[config.mk]
export PLATFORM = sky130hd
export DESIGN_NAME = insn_sequencer
export DESIGN_NICKNAME = d
export VERILOG_FILES = /design/src/rtl/insn_sequencer.sv
export SDC_FILE = /design/constraint.sdc
export NUM_CORES = 1
export LEC_CHECK = 0
export CAP_MARGIN = 20
export CORE_MARGIN = 2
export CORE_UTILIZATION = 27
export CTS_CLUSTER_DIAMETER = 50
export DETAILED_ROUTE_END_ITERATION = 8
export GPL_TIMING_DRIVEN = 0
export PLACE_DENSITY = 0.52
export SETUP_SLACK_MARGIN = 0.05
export SYNTH_ARGS = -nofsm -noshare
export SYNTH_HDL_FRONTEND = slang
export SYNTH_SLANG_ARGS = --single-unit
[constraint.sdc]
create_clock -name clk -period 1.9 [get_ports clk]
set_input_delay 0.38 -clock clk [delete_from_list [all_inputs] [get_ports clk]]
set_output_delay 0.38 -clock clk [all_outputs]
set_load 0.02 [all_outputs]
[src/rtl/insn_sequencer.sv]
// Multi-cycle FETCH/DECODE/EXEC/MEM/WB sequencer with registered Moore strobes.
// Optional memory-access timeout enabled by defining SEQ_MEM_TIMEOUT_EN.
module insn_sequencer #(
    parameter int unsigned CNT_WIDTH   = 16,
    parameter int unsigned MEM_TIMEOUT = 15
) (
    input  logic                 clk,
    input  logic                 reset_n,
    input  logic                 start,
    input  logic                 dec_halt,
    input  logic                 dec_regWrite,
    input  logic                 dec_memoryRead,
    input  logic                 dec_memoryWrite,
    input  logic                 mem_ack,
    output logic                 ir_load,
    output logic                 pc_we,
    output logic                 reg_we,
    output logic                 mem_req,
    output logic                 mem_we,
    output logic                 busy,
    output logic                 halted,
    output logic                 mem_err,
    output logic [CNT_WIDTH-1:0] retired
);

    typedef enum logic [2:0] {
        S_IDLE   = 3'd0,
        S_FETCH  = 3'd1,
        S_DECODE = 3'd2,
        S_EXEC   = 3'd3,
        S_MEM    = 3'd4,
        S_WB     = 3'd5,
        S_HALT   = 3'd6
    } state_t;

    localparam logic [CNT_WIDTH-1:0] CNT_MAX = {CNT_WIDTH{1'b1}};
    localparam logic [CNT_WIDTH-1:0] CNT_ONE = {{(CNT_WIDTH-1){1'b0}}, 1'b1};

    // Reject a timeout that could never allow even a single MEM cycle.
    if (MEM_TIMEOUT < 1) begin : g_bad_timeout
        $error("insn_sequencer: MEM_TIMEOUT must be at least 1");
    end

    state_t                state_q, state_d;
    logic                  rw_q, rw_d;
    logic                  rd_q, rd_d;
    logic                  wr_q, wr_d;
    logic                  timeout_s;
    logic                  ir_load_q, ir_load_d;
    logic                  pc_we_q, pc_we_d;
    logic                  reg_we_q, reg_we_d;
    logic                  mem_req_q, mem_req_d;
    logic                  mem_we_q, mem_we_d;
    logic                  busy_q, busy_d;
    logic                  halted_q, halted_d;
    logic [CNT_WIDTH-1:0]  retired_q, retired_d;

`ifdef SEQ_MEM_TIMEOUT_EN
    localparam int unsigned WAIT_W = $clog2(MEM_TIMEOUT + 1);
    localparam logic [WAIT_W-1:0] WAIT_LAST = WAIT_W'(MEM_TIMEOUT - 1);

    logic [WAIT_W-1:0] wait_q, wait_d;
    logic              mem_err_q, mem_err_d;

    // Wait counter: cleared on MEM entry, counts ack-less MEM cycles, flags timeout.
    always_comb begin
        wait_d    = wait_q;
        timeout_s = 1'b0;
        if (state_q == S_MEM) begin
            if (mem_ack) begin
                wait_d = {WAIT_W{1'b0}};
            end else begin
                timeout_s = (wait_q == WAIT_LAST);
                wait_d    = wait_q + {{(WAIT_W-1){1'b0}}, 1'b1};
            end
        end else begin
            wait_d = {WAIT_W{1'b0}};
        end
        mem_err_d = mem_err_q | timeout_s;
    end

    // Timeout counter and sticky error flag.
    always_ff @(posedge clk or negedge reset_n) begin
        if (!reset_n) begin
            wait_q    <= {WAIT_W{1'b0}};
            mem_err_q <= 1'b0;
        end else begin
            wait_q    <= wait_d;
            mem_err_q <= mem_err_d;
        end
    end

    assign mem_err = mem_err_q;
`else
    assign timeout_s = 1'b0;
    assign mem_err   = 1'b0;
`endif

    // Next-state logic and decode-flag capture.
    always_comb begin
        state_d = state_q;
        rw_d    = rw_q;
        rd_d    = rd_q;
        wr_d    = wr_q;
        case (state_q)
            S_IDLE: begin
                if (start) begin
                    state_d = S_FETCH;
                end else begin
                    state_d = S_IDLE;
                end
            end
            S_FETCH: state_d = S_DECODE;
            S_DECODE: begin
                // Halt overrides every other decoded flag.
                if (dec_halt) begin
                    rw_d    = 1'b0;
                    rd_d    = 1'b0;
                    wr_d    = 1'b0;
                    state_d = S_HALT;
                end else begin
                    rw_d    = dec_regWrite;
                    rd_d    = dec_memoryRead;
                    wr_d    = dec_memoryWrite;
                    state_d = S_EXEC;
                end
            end
            S_EXEC: begin
                if (rd_q || wr_q) begin
                    state_d = S_MEM;
                end else begin
                    state_d = S_WB;
                end
            end
            S_MEM: begin
                // A same-cycle ack beats the timeout.
                if (mem_ack) begin
                    state_d = S_WB;
                end else if (timeout_s) begin
                    state_d = S_HALT;
                end else begin
                    state_d = S_MEM;
                end
            end
            S_WB:    state_d = S_FETCH;
            S_HALT:  state_d = S_HALT;
            default: state_d = S_IDLE;
        endcase
    end

    // Strobes are decoded from the next state so the registered outputs track the state register.
    always_comb begin
        ir_load_d = (state_d == S_FETCH);
        pc_we_d   = (state_d == S_WB);
        reg_we_d  = (state_d == S_WB) && rw_d;
        mem_req_d = (state_d == S_MEM);
        mem_we_d  = (state_d == S_MEM) && wr_d && !rd_d;
        busy_d    = (state_d != S_IDLE) && (state_d != S_HALT);
        halted_d  = (state_d == S_HALT);
        if ((state_d == S_WB) && (retired_q != CNT_MAX)) begin
            retired_d = retired_q + CNT_ONE;
        end else begin
            retired_d = retired_q;
        end
    end

    // State, latched flags and registered outputs.
    always_ff @(posedge clk or negedge reset_n) begin
        if (!reset_n) begin
            state_q   <= S_IDLE;
            rw_q      <= 1'b0;
            rd_q      <= 1'b0;
            wr_q      <= 1'b0;
            ir_load_q <= 1'b0;
            pc_we_q   <= 1'b0;
            reg_we_q  <= 1'b0;
            mem_req_q <= 1'b0;
            mem_we_q  <= 1'b0;
            busy_q    <= 1'b0;
            halted_q  <= 1'b0;
            retired_q <= {CNT_WIDTH{1'b0}};
        end else begin
            state_q   <= state_d;
            rw_q      <= rw_d;
            rd_q      <= rd_d;
            wr_q      <= wr_d;
            ir_load_q <= ir_load_d;
            pc_we_q   <= pc_we_d;
            reg_we_q  <= reg_we_d;
            mem_req_q <= mem_req_d;
            mem_we_q  <= mem_we_d;
            busy_q    <= busy_d;
            halted_q  <= halted_d;
            retired_q <= retired_d;
        end
    end

    assign ir_load = ir_load_q;
    assign pc_we   = pc_we_q;
    assign reg_we  = reg_we_q;
    assign mem_req = mem_req_q;
    assign mem_we  = mem_we_q;
    assign busy    = busy_q;
    assign halted  = halted_q;
    assign retired = retired_q;

endmodule

Word level (Yosys, flattened, before mapping)
Index checks and enable logic that the tools add are counted.
{"block": "word_totals", "ff_bits": 29, "elab_cells": 45, "inputBits": 8, "out_inout_bits": 24}
{"block": "classes", "n_eq_ne": 12, "n_mux": 11, "n_reduce_logical": 9, "n_addsub": 1}
{"cell": "$pmux 3 s7", "n": 1}
{"cell": "$eq 3x3->1 const B", "n": 6}
{"cell": "$add 16x1->16 const B", "n": 1}
{"cell": "$ne 16x16->1 const B", "n": 1}
{"cell": "$mux 1", "n": 9}
{"cell": "$eq 3x1->1 const B", "n": 2}
{"cell": "$eq 3x2->1 const B", "n": 2}
{"cell": "$logic_and 1x1->1", "n": 5}
{"cell": "$logic_not 3->1", "n": 1}
{"cell": "$mux 3", "n": 1}
{"cell": "$ne 3x3->1 const B", "n": 1}
{"cell": "$reduce_bool 3->1", "n": 1}
{"cell": "$logic_not 1->1", "n": 1}
{"cell": "$logic_or 1x1->1", "n": 1}

Longest topological paths before layout
Gate-level depths: netlist of the first run.
{"block": "depth", "word_depth": 6, "ltp_mapped": 7, "ltp_nobuf": 6}

Worst setup path after synthesis of the first run
OpenSTA, ideal clock, no wires.
{"block": "synth_timing", "path_type": "reg-to-reg", "from": "reg retired_q[0], in the netlist retired[0]", "to": "reg retired_q[1], in the netlist retired[1]", "path_stages_with_launch": 7, "synth_period_minus_slack_ps": 1843, "t_required_ps": 1775, "setup_slack_ps": 57, "arrival_time_ps": 1718, "setup_time_ps": 125, "path_buffers": 1, "cell_sequence": "dfrtp_1 -> ha_1 -> nand2_1 -> nor3_2 -> a31o_1 -> buf_6 -> mux2_4"}
{"block": "synth_between", "elab_chain_cells": 2, "elab_cells_between_ends": 3, "cone_classes": "add/sub: 1; eq/ne: 1; reduce/logical: 1"}
{"item": "from (decl)", "line_no": "56", "rtl": "logic [CNT_WIDTH-1:0] retired_q, retired_d;"}
{"item": "from (signal assigned)", "line_no": "181", "rtl": "retired_q <= {CNT_WIDTH{1'b0}};"}
{"item": "from (signal assigned)", "line_no": "194", "rtl": "retired_q <= retired_d;"}
{"item": "branches (longest 2 deep; another with $add 16x1->16)"}
Several ways; the timed one is not identified.
A chain may end at the register's enable or synchronous reset.

Worst setup path after layout of the first run
{"block": "layout_timing", "from": "reg retired_q[8], in the netlist retired[8]", "to": "out retired[8]"}
{"item": "to (decl)", "line_no": "23", "rtl": "output logic [CNT_WIDTH-1:0] retired"}
No word-level cell between the ends.

==> results of run 1 <==
[path summary, 6_finish.rpt]
| kind | from | to | slack [ps] |
|---|---|---|---|
| min reg2reg | retired[15] | retired[15] | 500 |
| min in group asynchronous | reset_n | retired[13] | 530 |
| max in group asynchronous | reset_n | state_q[1] | 840 |
| min | retired[15] | retired[15] | 500 |
| max reg2reg | retired[0] | retired[1] | 160 |
| max | retired[8] | retired[8] | 130 |
[layer usage]
metal | vias up | GRT usage | part of all wire
li1 | 492 | - | -
met3 | 7 | 0.0344 | 0.052
met2 | 25 | 0.166 | 0.49
met4 | 0 | 0.0600 | 0.023
met1 | 490 | 0.117 | 0.44
met5 | - | 0 | 0
[placed cells by master, fill, tap and decap left out, drive strengths merged, types with 2 or more instances in the layout]
cell type,netlist,routed
clkdlybuf4s50,0,30
dfrtp,29,29
nand2,11,11
nor2,10,10
xor2,8,8
xnor2,7,7
clkbuf,0,7
inv,7,7
o21ai,6,6
buf,4,5
nor3,5,5
a21oi,4,4
nand4,4,4
nand3,4,4
nor4,4,4
and2b,2,2
and3b,2,2
nand3b,2,2
[metrics by stage]
step,power [W],TNS (ps),utilization,setup WS [ps]
after floorplan,0.00145,0,-,56.5
after global placement,0.00175,-1410,0.353,-63.8
after detailed placement,0.00179,-283,0.358,-94.7
after CTS,0.00236,0,0.379,53.6
after global routing,0.00249,0,0.380,72.4
final,0.00234,0,0.380,132
[worst reg2reg max path, delay by kind of cell, from the launching register on]
family,cells,cell delay [ps]
flops,1,420
simple gates,2,330
mux,1,300
fa+ha+maj,1,230
compound gates,1,190
buf+inv,1,150
[final cells by class]
class	instances	area, sq um
fill	510	3140
clock inverter	1	5.00
buffer	4	35.0
multi-input combinational	83	627
sequential	29	726
timing repair buffer	31	328
inverter	7	26.3
tap	70	87.6
clock buffer	7	96.3
[state kept, by name (all words and copies together), names as in the netlist]
name,cells
rd_q,1
ir_load,1
state_q,3
busy,1
retired,16
mem_we,1
pc_we,1
rw_q,1
wr_q,1
halted,1
reg_we,1
mem_req,1
[power by group]
part | switching (W) | internal [W] | total [W]
sequential | 0.000130 | 0.000764 | 0.000894
combinational | 0.000473 | 0.000415 | 0.000888
clock | 0.000233 | 0.000327 | 0.000560
[repair_timing]
action / 4_1_cts / 5_1_grt
setup endpoints to repair: 1 / 9
hold endpoints to repair: 0 / 0
resized for setup: 1 / 2
[cell families after synthesis]
group                    count (synthesis)
AO/OA/AOI/OAI                           14
XOR/XNOR                                15
adder cells (fa/ha/maj)                  1
buffers and inverters                   11
flip-flops                              29
multiplexers                             1
other                                    1
AND/OR/NAND/NOR                         51
==> results.yml, run 1 <==
clocking:
  clock_sinks: 29
  htreeDepth: 2
  cts_buffers: 5
  post_cts_buffers: 0
  clk_pin_slew_ps: 60
  clk_path_buf_depth: 2
  clock_latency_ps: 280
  cts_tree: "yes"
  cts_root_buf: "clkbuf_8"
  cts_hold_buf: 0
global_route:
  track_usage: 0.102
  grt_pass1_wl_mm: 4.61
  grt_pass1_vias: 1028
  antenna_found_initial: 0
  grt_max_degree: 17
  overflow: 0
sta:
  fin_hold_ws_ps: 503
  fin_crit_sh: 0.930
  finalSetupViolations: 0
  fmax_ghz: 0.566
  rsz0062_at_grt: "false"
  layout_min_cycle_time_ps: 1770
  worst_slew_pin_slew_ps: 730
  hold_viol: 0
  maxSlewHeadroom: 0.512
  fin_skew_ps: 6.88
  slew_viol_final: 0
synth:
  synth_mux_area_frac: 0.0107
  yosysUniqueCellTypes: 38
  synth_common_cells: "29 x dfrtp_1, 11 x nand2_1, 10 x nor2_1"
  synth_cells: 123
  synth_fp_nets: 132
  synth_top_family_by_area: "simple AND/OR/NAND/NOR gates"
  ys_warn_count: 0
  synthXorXnorAreaFrac: 0.0937
  ys_ff_latch: 29
  synth_most_common_cell: "dfrtp_1"
  synth_compound_area_frac: 0.0616
  yosys.area_share.adder: 0.00892
  synth_top_cell_by_area: "dfrtp_1"
  synth_edf_count: 0
  synth_top_area_share: 0.517
  avgSynthCellArea_sq_um: 11.4
  syn_area_sq_um: 1400
  ys_seq_area_frac: 0.517
  synth.area.top_cells: "dfrtp_1 52%, xor2_1 5.0%, xnor2_1 4.4%, nor4_4 3.0%, nand2_1 2.9%"
  ys.flop_type: "dfrtp_1"
  ys_async_sr_fraction: 1.00
  yosys.area_share.simple: 0.261
cells_and_area:
  final_area_sq_um: 1930
  drive_above_1_share: 0.179
  area_delta_synth_final_pct: 37.6
  layout.nets: 170
  final_cells: 232
  n_antenna_cell: 0
die:
  die_area_sq_um: 5790
  die_y_um: 76.1
  die_w_um: 76.1
  rows: 26
  coreArea_sq_um: 5070
  start_util: 0.276
  ioPinCount: 32
detailed_routing:
  post_drt_wl_per_cell_um: 11.9
  final_antenna_net_count: 0
  drt_iter0_drc: 29
  avgViaCountPerCell: 4.37
  firstDrtPassIters: 4
  drt-total-wl_mm: 2.75
  drc: 0
  vias: 1014
place:
  finalWeightedCongestion: 0.724
  dp.cells: 224
  dp_hpwl_mm: 2.11
  io_buffers: 30
  place_area_sq_um: 1820
run:
  drv_cap: 0
outcome:
  status: "complete, no violations"
setup_path:
  crit_family: "buffers and inverters"
  crit_buf_inv: 1
  crit_type: "reg -> out"
  timing.critical_path.depth: 1
  slowest_delay_ps: 650
  crit_path_cell_trace: "clkdlybuf4s50_1"
  worstSetupEndpointType: "output port"
  crit_path_top_delay_cell: "clkdlybuf4s50_1"
  required_ps: 1520
  path_max_fanout: 6
  r2r_cells: 6
  critPathArrivalTime_ps: 1390
  start_kind: "register"
worst_hold_path:
  min_path_cells: 1
  hold_path_class: "reg -> reg"
power_and_ir_drop:
  p_leak_nw: 0.863
  pwr_density_cell_nw_per_um2: 1210
  ir_drop_uv: 532
No activity file was read; power rests on OpenSTA's default activity.
==> run 2: changes to the inputs <==
--- a/config.mk
+++ b/config.mk
@@ -12,6 +12,7 @@
 export DETAILED_ROUTE_END_ITERATION = 8
 export GPL_TIMING_DRIVEN = 0
 export PLACE_DENSITY = 0.52
+export RECOVER_POWER = 25
 export SETUP_SLACK_MARGIN = 0.05
 export SYNTH_ARGS = -nofsm -noshare
 export SYNTH_HDL_FRONTEND = slang
==> constraint.sdc (replaced) <==
create_clock -name clk -period 2 [get_ports clk]
set_input_delay 0.4 -clock clk [delete_from_list [all_inputs] [get_ports clk]]
set_output_delay 0.4 -clock clk [all_outputs]
set_load 0.02 [all_outputs]
==> run 2 against run 1 <==
Compared with the run above:
- clock skew about the same
- global-route usage about the same
- critical path type unchanged
- register-to-register slack better by 100 ps
- setup slack improved by 80 ps
- final cell count unchanged
- wire length fell by 0.22%
- non-clock buffer count is the same
- total power is 5.4% lower
- combinational power shrank 5.9%
- first-iteration DRC count is the same
==> results.yml, run 2 (synthesis gave the netlist of run 1 again) <==
outcome:
  status: "complete, no violations"
setup_path:
  slowest_delay_ps: 650
  crit_type: "reg -> out"
  crit_path_cell_trace: "clkdlybuf4s50_1"
  crit_start: "retired[8]"
  worstSetupEndpointType: "output port"
  worstReg2RegStart: "retired[0]"
  path_max_fanout: 6
  start_kind: "register"
  critPathArrivalTime_ps: 1390
  required_ps: 1600
  crit_buf_inv: 1
  crit_family: "buffers and inverters"
  crit_path_top_delay_cell: "clkdlybuf4s50_1"
sta:
  fin_skew_ps: 7.00
  maxSlewHeadroom: 0.507
  slew_viol_final: 0
  rsz0062_at_grt: "false"
  fmax_ghz: 0.559
  layout_min_cycle_time_ps: 1790
  fin_hold_ws_ps: 503
  fin_crit_sh: 0.894
  worst_slew_pin_slew_ps: 737
  hold_viol: 0
  finalSetupViolations: 0
detailed_routing:
  drt-total-wl_mm: 2.75
  final_antenna_net_count: 0
  drc: 0
  drt_iter0_drc: 29
  firstDrtPassIters: 4
  post_drt_wl_per_cell_um: 11.8
  vias: 1018
  avgViaCountPerCell: 4.39
die:
  rows: 26
  die_y_um: 76.1
  die_area_sq_um: 5790
  start_util: 0.276
  coreArea_sq_um: 5070
  ioPinCount: 32
  die_w_um: 76.1
clocking:
  clk_pin_slew_ps: 60
  post_cts_buffers: 0
  clock_latency_ps: 280
  cts_buffers: 5
  htreeDepth: 2
  clk_path_buf_depth: 2
  clock_sinks: 29
  cts_root_buf: "clkbuf_8"
  cts_tree: "yes"
run:
  drv_cap: 0
global_route:
  overflow: 0
  grt_pass1_wl_mm: 4.61
  antenna_found_initial: 0
  grt_pass1_vias: 1027
  track_usage: 0.102
  grt_max_degree: 17
cells_and_area:
  layout.nets: 170
  n_antenna_cell: 0
  drive_above_1_share: 0.167
  layout_common_cells: "29 x dfrtp_1, 29 x clkdlybuf4s50_1, 10 x nor2_1, 10 x nand2_1, 8 x xor2_1"
  largest_reg_flops: 16
  area_delta_synth_final_pct: 37.4
  final_area_sq_um: 1930
power_and_ir_drop:
  ir_drop_uv: 506
  p_leak_nw: 0.862
  pwr_density_cell_nw_per_um2: 1150
worst_hold_path:
  hold_start: "retired[15]"
  hold_path_class: "reg -> reg"
place:
  dp_hpwl_mm: 2.11
  finalWeightedCongestion: 0.724
  io_buffers: 30
  place_area_sq_um: 1820
==> run 2: cell count changes in the layout (fill, tap and decap cells not counted), sizes merged <==
| cell | previous run | this run |
|---|---|---|
| clkbuf | 7 | 8 |
| buf | 5 | 4 |
| clkdlybuf4s50 | 30 | 29 |
| dlygate4sd3 | 0 | 1 |
==> run 2: metrics by stage <==
stage,power (W),setup WS (ps),TNS (ps),util,std cells
global route,0.00236,137,0,0.380,232
finish,0.00222,212,0,0.380,232
detailed placement,0.00170,-14.7,-14.7,0.358,224
floorplan,0.00138,157,0,-,123
CTS,0.00224,128,0,0.378,232
global placement,0.00166,16.2,0,0.353,223
==> run 2: final cells by class <==
| type | instances | area [sq um] |
|---|---|---|
| Clock inverter | 1 | 5.00 |
| Buffer | 4 | 33.8 |
| Clock buffer | 7 | 96.3 |
| Inverter | 7 | 26.3 |
| Tap cell | 70 | 87.6 |
| Sequential cell | 29 | 726 |
| Timing Repair Buffer | 31 | 328 |
| Fill cell | 510 | 3150 |
| Multi-Input combinational cell | 83 | 624 |
==> run 2: timing repair <==
item                       CTS  global route
setup endpoints to repair    0             1
gates resized for setup      0             2
hold buffers                 0             0
==> run 2: path summary, 6_finish.rpt <==
kind,cells after the start,to,slack [ps]
max,1,retired[8],210
min,1,retired[15],500
max reg2reg,6,retired[1],260
min reg2reg,1,retired[15],500
max in group asynchronous,2,state_q[1],850
min in group asynchronous,1,retired[13],620
==> run 2: power breakdown <==
group          total [W]  internal [W]  switching (W)
clock           0.000532      0.000310       0.000222
sequential      0.000848      0.000726       0.000123
combinational   0.000836      0.000387       0.000449
total            0.00222       0.00142       0.000793
==> run 2: per-layer routing <==
layer	global-route usage	wire, um
met5	0	0
met4	0.0600	63
met3	0.0344	143
met2	0.166	1350
met1	0.117	1190
==> run 2: worst register-to-register path, stage by stage (launching register included) <==
cell and delay (ps):
dfrtp_1 410, ha_1 230, nand2_2 150, nor3_4 200
a31o_1 190, buf_6 150, mux2_4 300
==> run 3: changes to the inputs <==
--- a/config.mk
+++ b/config.mk
@@ -11,8 +11,10 @@
 export CTS_CLUSTER_DIAMETER = 50
 export DETAILED_ROUTE_END_ITERATION = 8
 export GPL_TIMING_DRIVEN = 0
+export MAX_ROUTING_LAYER = met4
 export PLACE_DENSITY = 0.52
 export RECOVER_POWER = 25
+export REMOVE_ABC_BUFFERS = 1
 export SETUP_SLACK_MARGIN = 0.05
 export SYNTH_ARGS = -nofsm -noshare
 export SYNTH_HDL_FRONTEND = slang
==> run 3 against run 2 <==
Compared with the run above:
- fmax down 2.4%
- register-to-register slack worse by 90 ps
- first-iteration DRC count up 66%
- core utilization down 0.84 points
- global-route usage up 0.22 points
- non-clock buffer count down 4
- critical path depth up 4
- sequential cell count unchanged
- critical path type is now reg -> reg
- largest power group unchanged
==> results.yml, run 3 (synthesis gave the netlist of run 1 again) <==
die:
  die_y_um: 76.1
  coreArea_sq_um: 5070
  die_area_sq_um: 5790
  start_util: 0.276
  rows: 26
  ioPinCount: 32
  die_w_um: 76.1
setup_path:
  critical_path.reg2reg.endpoint: "retired[1]"
  start_kind: "register"
  crit_path_cell_trace: "ha_1 -> nand2_1 -> nor3_4 -> a31o_4 -> mux2_4"
  path_max_fanout: 8
  required_ps: 2160
  r2r_cells: 5
  slowest_delay_ps: 420
  crit_path_top_delay_cell: "dfrtp_1"
  crit_start: "retired[0]"
  crit_type: "reg -> reg"
  worstSetupEndpointType: "register"
  worstReg2RegStart: "retired[0]"
  r2r_setup_slack_ps: 170
  critPathArrivalTime_ps: 1990
detailed_routing:
  post_drt_wl_per_cell_um: 12.0
  firstDrtPassIters: 4
  final_antenna_net_count: 0
  drt_iter0_drc: 48
  drc: 0
  vias: 993
  drt-total-wl_mm: 2.73
  avgViaCountPerCell: 4.37
sta:
  maxSlewHeadroom: 0.507
  fin_skew_ps: 3.70
  fin_crit_sh: 0.916
  setup_slack_ps: 168
  worst_slew_pin_slew_ps: 737
  finalSetupViolations: 0
  slew_viol_final: 0
  fin_hold_ws_ps: 500
  hold_viol: 0
  rsz0062_at_grt: "false"
  layout_min_cycle_time_ps: 1830
  fmax_ghz: 0.546
outcome:
  status: "complete, no violations"
global_route:
  grt_pass1_wl_mm: 4.69
  met3_usage: 0.0391
  grt_pass1_vias: 984
  overflow: 0
  busiest_layer: "met2"
  grt.met1_usage: 0.126
  antenna_found_initial: 0
  use_met2: 0.156
  grt_max_degree: 17
  track_usage: 0.104
clocking:
  clock_latency_ps: 270
  clk_pin_slew_ps: 60
  clk_path_buf_depth: 2
  cts_tree: "yes"
  cts_buffers: 5
  htreeDepth: 2
  post_cts_buffers: 0
  cts_root_buf: "clkbuf_8"
  cts_hold_buf: 0
  clock_sinks: 29
power_and_ir_drop:
  ir_drop_uv: 504
  pwr_density_cell_nw_per_um2: 1120
  p_leak_nw: 0.835
worst_hold_path:
  hold_start: "retired[15]"
  hold_path_class: "reg -> reg"
  min_path_cells: 1
  whs_endpoint: "retired[15]"
cells_and_area:
  fill_cells: 527
  drive_above_1_share: 0.140
  final_area_sq_um: 1880
  area_delta_synth_final_pct: 34.3
  largest_reg_flops: 16
  final_cells: 227
  multi_input_area_sq_um: 631
  layout.nets: 166
  seq_area_sq_um: 726
  n_antenna_cell: 0
  layout_common_cells: "29 x dfrtp_1, 29 x clkdlybuf4s50_1, 11 x nand2_1, 10 x nor2_1, 8 x xor2_1"
  utilization: 0.371
place:
  dp_hpwl_mm: 2.00
  dp.cells: 220
  io_buffers: 30
  finalWeightedCongestion: 0.739
  place_area_sq_um: 1780
  pre_cts_slack_ps: -128
run:
  drv_cap: 0
[run 3: final cells by class]
class,instances,share of cell area
Sequential cell,29,0.385
Multi-Input combinational cell,83,0.335
Timing Repair Buffer,31,0.174
Tap cell,70,0.0465
Clock buffer,7,0.0458
Inverter,7,0.0139
[run 3: where the power goes]
part           total [W]  switching [W]  internal [W]
sequential      0.000886       0.000161      0.000725
clock           0.000478       0.000206      0.000272
combinational   0.000748       0.000393      0.000355
total            0.00211       0.000760       0.00135
[run 3: metal layers]
layer	wire, um	up-vias
li1	-	484
met3	172	5
met5	0	-
met4	38	0
met1	1280	477
met2	1240	27
[run 3: worst max-delay path, delay by kind of cell (launching register included)]
family | cells | cell delay, ps
AO/OA/AOI/OAI | 1 | 270
adder cells (fa/ha/maj) | 1 | 220
flip-flops | 1 | 420
multiplexers | 1 | 310
AND/OR/NAND/NOR | 2 | 500
[run 3: what timing repair did]
item,CTS,global route
resized for setup,1,2
pin swaps,0,0
endpoints found under the setup margin,4,4
[run 3: worst max path at each step]
stage                             to  cells past startpoint  slack [ps]
after floorplan           retired[1]                      5          50
after CTS                 retired[1]                      5          70
final                     retired[1]                      5         170
after global placement    retired[1]                      5        -120
after detailed placement  retired[1]                      5        -130
after global routing      retired[1]                      5          40
[run 3: stage by stage]
stage	setup TNS, ps	total power (W)
2_1_floorplan	0	0.00133
3_3_place_gp	-285	0.00161
3_5_place_dp	-337	0.00164
4_1_cts	0	0.00214
5_1_grt	0	0.00226
6_report	0	0.00211
